## src/rtl/scan_pkg.sv

```systemverilog
// Shared types and line levels for the scan unload transmitter and its paired receiver.
package scan_pkg;

  typedef enum logic [2:0] {
    IDLE   = 3'd0,
    START  = 3'd1,
    DATA   = 3'd2,
    PARITY = 3'd3,
    STOP   = 3'd4
  } scan_state_t;

  localparam logic SO_IDLE  = 1'b1;
  localparam logic SO_START = 1'b0;

endpackage

```

## src/rtl/scan_unload_tx_if.sv

```systemverilog
// Parallel word handshake plus serial scan-out signals between capture bank and transmitter.
interface scan_unload_tx_if #(
  parameter int unsigned WIDTH = 8
);

  logic [WIDTH-1:0] DIN;
  logic             DIN_VALID;
  logic             DIN_READY;
  logic             SO;
  logic             SO_ACTIVE;
  logic             DONE;

  modport master (
    output DIN, DIN_VALID,
    input  DIN_READY, SO, SO_ACTIVE, DONE
  );

  modport slave (
    input  DIN, DIN_VALID,
    output DIN_READY, SO, SO_ACTIVE, DONE
  );

endinterface

```

## src/rtl/scan_bit_timer.sv

```systemverilog
// Serial bit-period divider: counts 0..BIT_DIV-1 while running and flags the wrap cycle.
module scan_bit_timer #(
  parameter int unsigned BIT_DIV = 1
) (
  input  logic clk,
  input  logic r,
  input  logic run,
  output logic wrap_c,
  output logic wrap_nxt_c
);

  localparam int unsigned CW = (BIT_DIV > 1) ? $clog2(BIT_DIV) : 1;
  localparam logic [CW-1:0] LAST = CW'(BIT_DIV - 1);

  logic [CW-1:0] cnt_q;
  logic [CW-1:0] cnt_nxt;

  assign wrap_c = (cnt_q == LAST);

  always_comb begin
    cnt_nxt = '0;
    if (run && !wrap_c) begin
      cnt_nxt = cnt_q + CW'(1);
    end
  end

  // Lets the parent register outputs that depend on next cycle's wrap.
  assign wrap_nxt_c = (cnt_nxt == LAST);

  always_ff @(posedge clk) begin
    if (r) begin
      cnt_q <= '0;
    end else begin
      cnt_q <= cnt_nxt;
    end
  end

endmodule

```

## src/rtl/scan_unload_tx.sv

```systemverilog
// Framed serial transmitter: start, WIDTH data bits LSB first, optional even parity, stop.
// Parity bit is present when SCAN_UNLOAD_PARITY_EN is defined.
module scan_unload_tx
  import scan_pkg::*;
#(
  parameter int unsigned WIDTH   = 8,
  parameter int unsigned BIT_DIV = 1
) (
  input  logic             CLK,
  input  logic             R,
  scan_unload_tx_if.slave  bus
);

  localparam int unsigned BW = (WIDTH > 1) ? $clog2(WIDTH) : 1;
  localparam logic [BW-1:0] BIT_LAST = BW'(WIDTH - 1);

  scan_state_t      state_q, state_nxt;
  logic [WIDTH-1:0] shreg_q, shreg_nxt;
  logic [BW-1:0]    bitcnt_q, bitcnt_nxt;
  logic             so_q, so_nxt;
  logic             act_q, act_nxt;
  logic             done_q, done_nxt;
  logic             rdy_q, rdy_nxt;
  logic             wrap_c;
  logic             wrap_nxt_c;
  logic             accept_c;
`ifdef SCAN_UNLOAD_PARITY_EN
  logic             par_q, par_nxt;
`endif

  scan_bit_timer #(.BIT_DIV(BIT_DIV)) u_timer (
    .clk        (CLK),
    .r          (R),
    .run        (state_q != IDLE),
    .wrap_c     (wrap_c),
    .wrap_nxt_c (wrap_nxt_c)
  );

  assign accept_c = bus.DIN_VALID && (state_q == IDLE);

  // Next state and next register values; outputs are decoded from the next state
  // so every pin is a flop output.
  always_comb begin
    state_nxt  = state_q;
    shreg_nxt  = shreg_q;
    bitcnt_nxt = bitcnt_q;
`ifdef SCAN_UNLOAD_PARITY_EN
    par_nxt    = par_q;
`endif
    case (state_q)
      IDLE: begin
        if (accept_c) begin
          shreg_nxt = bus.DIN;
`ifdef SCAN_UNLOAD_PARITY_EN
          par_nxt   = ^bus.DIN;
`endif
          state_nxt = START;
        end
      end
      START: begin
        if (wrap_c) state_nxt = DATA;
      end
      DATA: begin
        if (wrap_c) begin
          shreg_nxt = shreg_q >> 1;
          if (bitcnt_q == BIT_LAST) begin
            bitcnt_nxt = '0;
`ifdef SCAN_UNLOAD_PARITY_EN
            state_nxt  = PARITY;
`else
            state_nxt  = STOP;
`endif
          end else begin
            bitcnt_nxt = bitcnt_q + BW'(1);
          end
        end
      end
`ifdef SCAN_UNLOAD_PARITY_EN
      PARITY: begin
        if (wrap_c) state_nxt = STOP;
      end
`endif
      STOP: begin
        if (wrap_c) state_nxt = IDLE;
      end
      default: state_nxt = IDLE;
    endcase

    so_nxt = SO_IDLE;
    case (state_nxt)
      START:   so_nxt = SO_START;
      DATA:    so_nxt = shreg_nxt[0];
`ifdef SCAN_UNLOAD_PARITY_EN
      PARITY:  so_nxt = par_nxt;
`endif
      default: so_nxt = SO_IDLE;
    endcase
    act_nxt  = (state_nxt != IDLE);
    rdy_nxt  = (state_nxt == IDLE);
    done_nxt = (state_nxt == STOP) && wrap_nxt_c;
  end

  always_ff @(posedge CLK) begin
    if (R) begin
      state_q  <= IDLE;
      shreg_q  <= '0;
      bitcnt_q <= '0;
      so_q     <= SO_IDLE;
      act_q    <= 1'b0;
      done_q   <= 1'b0;
      rdy_q    <= 1'b1;
`ifdef SCAN_UNLOAD_PARITY_EN
      par_q    <= 1'b0;
`endif
    end else begin
      state_q  <= state_nxt;
      shreg_q  <= shreg_nxt;
      bitcnt_q <= bitcnt_nxt;
      so_q     <= so_nxt;
      act_q    <= act_nxt;
      done_q   <= done_nxt;
      rdy_q    <= rdy_nxt;
`ifdef SCAN_UNLOAD_PARITY_EN
      par_q    <= par_nxt;
`endif
    end
  end

  assign bus.SO        = so_q;
  assign bus.SO_ACTIVE = act_q;
  assign bus.DONE      = done_q;
  assign bus.DIN_READY = rdy_q;

endmodule

```

## src/flat_wrapper.sv

```systemverilog
// flat-port wrapper written by rule: the top's interface ports become plain ports
module scan_unload_tx_flat import scan_pkg::*;
#(
  parameter int unsigned WIDTH   = 8,
  parameter int unsigned BIT_DIV = 1
)
  (CLK, R, bus_DIN, bus_DIN_VALID, bus_DIN_READY, bus_SO, bus_SO_ACTIVE, bus_DONE);
  scan_unload_tx_if #(.WIDTH(WIDTH)) bus_i ();
  input  logic CLK;
  input  logic R;
  input wire logic [$bits(bus_i.DIN)-1:0] bus_DIN;
  input wire logic [$bits(bus_i.DIN_VALID)-1:0] bus_DIN_VALID;
  output wire logic [$bits(bus_i.DIN_READY)-1:0] bus_DIN_READY;
  output wire logic [$bits(bus_i.SO)-1:0] bus_SO;
  output wire logic [$bits(bus_i.SO_ACTIVE)-1:0] bus_SO_ACTIVE;
  output wire logic [$bits(bus_i.DONE)-1:0] bus_DONE;
  assign bus_i.DIN = bus_DIN;
  assign bus_i.DIN_VALID = bus_DIN_VALID;
  assign bus_DIN_READY = bus_i.DIN_READY;
  assign bus_SO = bus_i.SO;
  assign bus_SO_ACTIVE = bus_i.SO_ACTIVE;
  assign bus_DONE = bus_i.DONE;
  scan_unload_tx #(.WIDTH(WIDTH), .BIT_DIV(BIT_DIV)) u_core (.CLK(CLK), .R(R), .bus(bus_i));
endmodule
```

## config.mk

```make
export PLATFORM = sky130hd
export DESIGN_NAME = scan_unload_tx_flat
export DESIGN_NICKNAME = d
export VERILOG_FILES = /design/src/rtl/scan_pkg.sv /design/src/rtl/scan_unload_tx_if.sv /design/src/rtl/scan_bit_timer.sv /design/src/rtl/scan_unload_tx.sv /design/src/flat_wrapper.sv
export SDC_FILE = /design/constraint.sdc
export NUM_CORES = 1
export LEC_CHECK = 0
export BUFFER_PORTS_ARGS = -buffer_cell sky130_fd_sc_hd__buf_2
export CORE_MARGIN = 2
export CORE_UTILIZATION = 50
export DETAILED_ROUTE_END_ITERATION = 6
export PLACE_DENSITY = 0.78
export SYNTH_ARGS = -nofsm -noshare
export SYNTH_HDL_FRONTEND = slang
export SYNTH_SLANG_ARGS = --single-unit
```

## constraint.sdc

```tcl
create_clock -name CLK -period 2.9 [get_ports CLK]
set_clock_uncertainty 0.1 [all_clocks]
set_input_delay 0.29 -clock CLK [delete_from_list [all_inputs] [get_ports CLK]]
set_output_delay 0.29 -clock CLK [all_outputs]
set_load 0.01 [all_outputs]
```

==> run_results.csv <==
group,metric,value,unit
worst_setup_path,reg2reg_to,"u_core.bus.SO$_SDFF_PP1_",
worst_setup_path,endpoint_kind,"register",
clocking,cts_buffer_depth,2,
pwr,worst_ir_drop_vdd,0.4177,mV
clocking,clock-sinks,19,
global_route,grt_overflow,0,
cells_and_area,layout-drive-gt1-share,0.2771,
placed_design,io_buffers,14,
floorplan,rows,13,
floorplan,die_width,42.49,microns
clocking,cts_buffers,3,
clocking,ctsRootBufferMaster,"clkbuf_4",
timing,max_freq,636.1,MHz
clocking,postCtsResizedCells,0,
pwr,power.density,567.5,nW/um^2
run,drv_cap,0,
cells_and_area,nNetsFinal,97,
run_status,outcome,"finished, final reports clean",
global_route,track_usage,0.1495,
clocking,cts_tree,"yes",
worst_setup_path,r2r_cells,6,
timing,setup_viol_count_final,0,
routing,drtIter0Drc,28,
clocking,htree_levels,1,
global_route,antenna_found_initial,0,
clocking,cts_setup_buffers,0,
routing,vias,561,
placed_design,hpwl,988.4,microns
logic_synthesis,dominantRegCellSynth,"dfxtp_1",
pwr,power_frac_comb,0.116,
worst_setup_path,start_kind,"register",
worst_setup_path,rrSetupSlack,1.33,ns
global_route,grt_max_degree,16,
logic_synthesis,syn_inst,68,
global_route,grt_pass1_vias,500,
logic_synthesis,yosysUniqueCellTypes,26,
pwr,power.internal,0.3563,mW
global_route,use_met1,0.1857,
logic_synthesis,ys_ff_latch,19,
timing,finalCriticalPeriod,1.572,ns
worst_setup_path,r2r-start,"u_core.bitcnt_q[0]$_SDFFE_PP0P_",
pwr,clockPowerShare,0.275,
global_route,grt_util_met2,0.2585,
global_route,use_met3,0.03448,
timing,holdWs,0.1430,ns
logic_synthesis,synth_enable_flop_cells,0,
pwr,seq_power_share,0.608,
timing,rsz0062_at_grt,"no",
logic_synthesis,synth_nets,81,
cells_and_area,n_fill_cell,118,
worst_setup_path,critPathCapture,"u_core.bus.SO$_SDFF_PP1_",
floorplan,die_h,42.49,microns
clocking,clk_pin_slew,0.10,ns
floorplan,die-area,1805,sq um
global_route,grt_pass1_wl,2.104,mm
routing,drc_errors,0,
worst_setup_path,cp-startpoint,"u_core.bitcnt_q[0]$_SDFFE_PP0P_",
worst_setup_path,critPathArrivalTime,1.65,ns
logic_synthesis,async_flop_share,0,
routing,drt_wl_total,1.326,mm
placed_design,place_congestion,0.7014,
cells_and_area,synthToLayoutAreaGrowth,11.99,%
timing,finalCritPeriodShare,0.5421,
hold_path,hp-class,"input pin to register",
floorplan,initial_core_util,0.5487,
clocking,clk_latency,0.29,ns
global_route,gr-max-usage-layer,"met2",
routing,ant_nets,0,
floorplan,core_area,1350,sq um
routing,via_per_inst,5.724,
timing,final.setup.tns,0,ns
pwr,p_sw,0.1145,mW
cells_and_area,antennaDiodeCount,0,
logic_synthesis,synth_area,740.7,sq um
routing,drt-wirelength-per-cell,13.53,microns
logic_synthesis,syn_avg_cell_area,10.89,sq um
pwr,p_sw_frac,0.2432,
worst_setup_path,path_class,"register to register",
clocking,ctsHoldBuffers,0,
worst_setup_path,worstPathMaxFanout,4,
floorplan,io_pins,15,
logic_synthesis,yosys_warnings,0,
routing,first_pass_iters,4,
logic_synthesis,ys_seq_area_frac,0.5135,
timing,finalMaxSlewViolations,0,
timing,hold_viol_final,0,
worst_setup_path,required,2.97,ns
pwr,p_leak,0.3384,nW
## critical path, cell delays in order (launching register included)
cell,delay (ns)
dfxtp_1,0.34
ha_1,0.20
ha_1,0.22
nand2b_1,0.08
a31oi_1,0.07
nor3_1,0.34
a21oi_1,0.11
## synth_stat cells, types with 2 or more instances
cell / count / area [sq um]
nand3b_1: 2 / 15.01
nor3_1: 2 / 10.01
dfxtp_1: 19 / 380.4
mux2i_1: 4 / 40.04
ha_1: 2 / 25.02
buf_6: 2 / 22.52
nor2_1: 12 / 45.04
a222oi_1: 7 / 70.07
## cells in the final DEF (no fill, tap or decap), types with 2 or more instances in the layout
cell and instances:
a222oi_1 7, buf_2 14, clkbuf_4 3, dfxtp_1 19, ha_1 2, mux2i_1 4, nand3b_1 2, nor2_1 12
nor3_1 2
## registers in the layout (all words and copies together), names as in the netlist
| signal | count |
|---|---|
| u_core.state_q | 3 |
| u_core.bitcnt_q | 3 |
| u_core.bus.SO_ACTIVE | 1 |
| u_core.bus.DIN_READY | 1 |
| u_core.u_timer.cnt_q | 1 |
| u_core.shreg_q | 8 |
| u_core.bus.SO | 1 |
| u_core.bus.DONE | 1 |
## metal layers
| metal | vias up | routed length [microns] |
|---|---|---|
| met5 | - | 0 |
| met4 | 0 | 0 |
| met3 | 0 | 77 |
| met2 | 20 | 624 |
| met1 | 258 | 624 |
| li1 | 283 | - |
## kinds of logic after synthesis
| kind of cell | count (synthesis) | share of synthesized area |
|---|---|---|
| AO/OA/AOI/OAI | 13 | 0.1588 |
| adder cells (fa/ha/maj) | 2 | 0.03378 |
| buffers and inverters | 4 | 0.04053 |
| flip-flops | 19 | 0.5135 |
| multiplexers | 4 | 0.05406 |
| other | 1 | 0.005063 |
| AND/OR/NAND/NOR | 25 | 0.1943 |
## cell type report
cell class              instances  area (sq um)  area share
clock buffers                   4         26.28     0.03167
repair buffers                 14         70.07     0.08446
inverters                       1         3.754    0.004525
well taps                      15         18.77     0.02262
multi-input cells              45         330.3      0.3982
flip-flops and latches         19         380.4      0.4585
## worst min path at each step
stage	from	endpoint	slack (ns)	cells past startpoint
after floorplan	R	u_core.shreg_q[0]$_SDFF_PP0_	0.26	1
after global placement	u_core.bitcnt_q[1]$_SDFFE_PP0P_	u_core.bitcnt_q[1]$_SDFFE_PP0P_	0.38	2
after detailed placement	u_core.bitcnt_q[2]$_SDFFE_PP0P_	u_core.bitcnt_q[2]$_SDFFE_PP0P_	0.40	2
after CTS	bus_DIN[3]	u_core.shreg_q[3]$_SDFFE_PP0P_	0.14	3
after global routing	bus_DIN[4]	u_core.shreg_q[4]$_SDFFE_PP0P_	0.14	3
final	bus_DIN[2]	u_core.shreg_q[2]$_SDFFE_PP0P_	0.14	3
## metrics by stage
step	cells	util	area [sq um]	total power [mW]	worst slack, ns
after detailed placement	94	0.5950	803.3	0.3469	1.321
after global routing	98	0.6145	829.5	0.4896	1.196
final	98	0.6145	829.5	0.4708	1.328
after CTS	98	0.6145	829.5	0.4711	1.314
after global placement	94	0.5950	803.3	0.3449	1.335
after floorplan	68	-	740.7	0.3301	1.448
## power groups by stage
| stage | logic [mW] | registers [mW] | clock network (mW) |
|---|---|---|---|
| floorplan | 0.0375 | 0.293 | 0 |
| global placement | 0.0533 | 0.292 | 0 |
| detailed placement | 0.0546 | 0.292 | 0 |
| global route | 0.0601 | 0.288 | 0.142 |
| CTS | 0.0548 | 0.286 | 0.130 |
| finish | 0.0548 | 0.286 | 0.130 |
No activity file was read; power rests on OpenSTA's default activity.
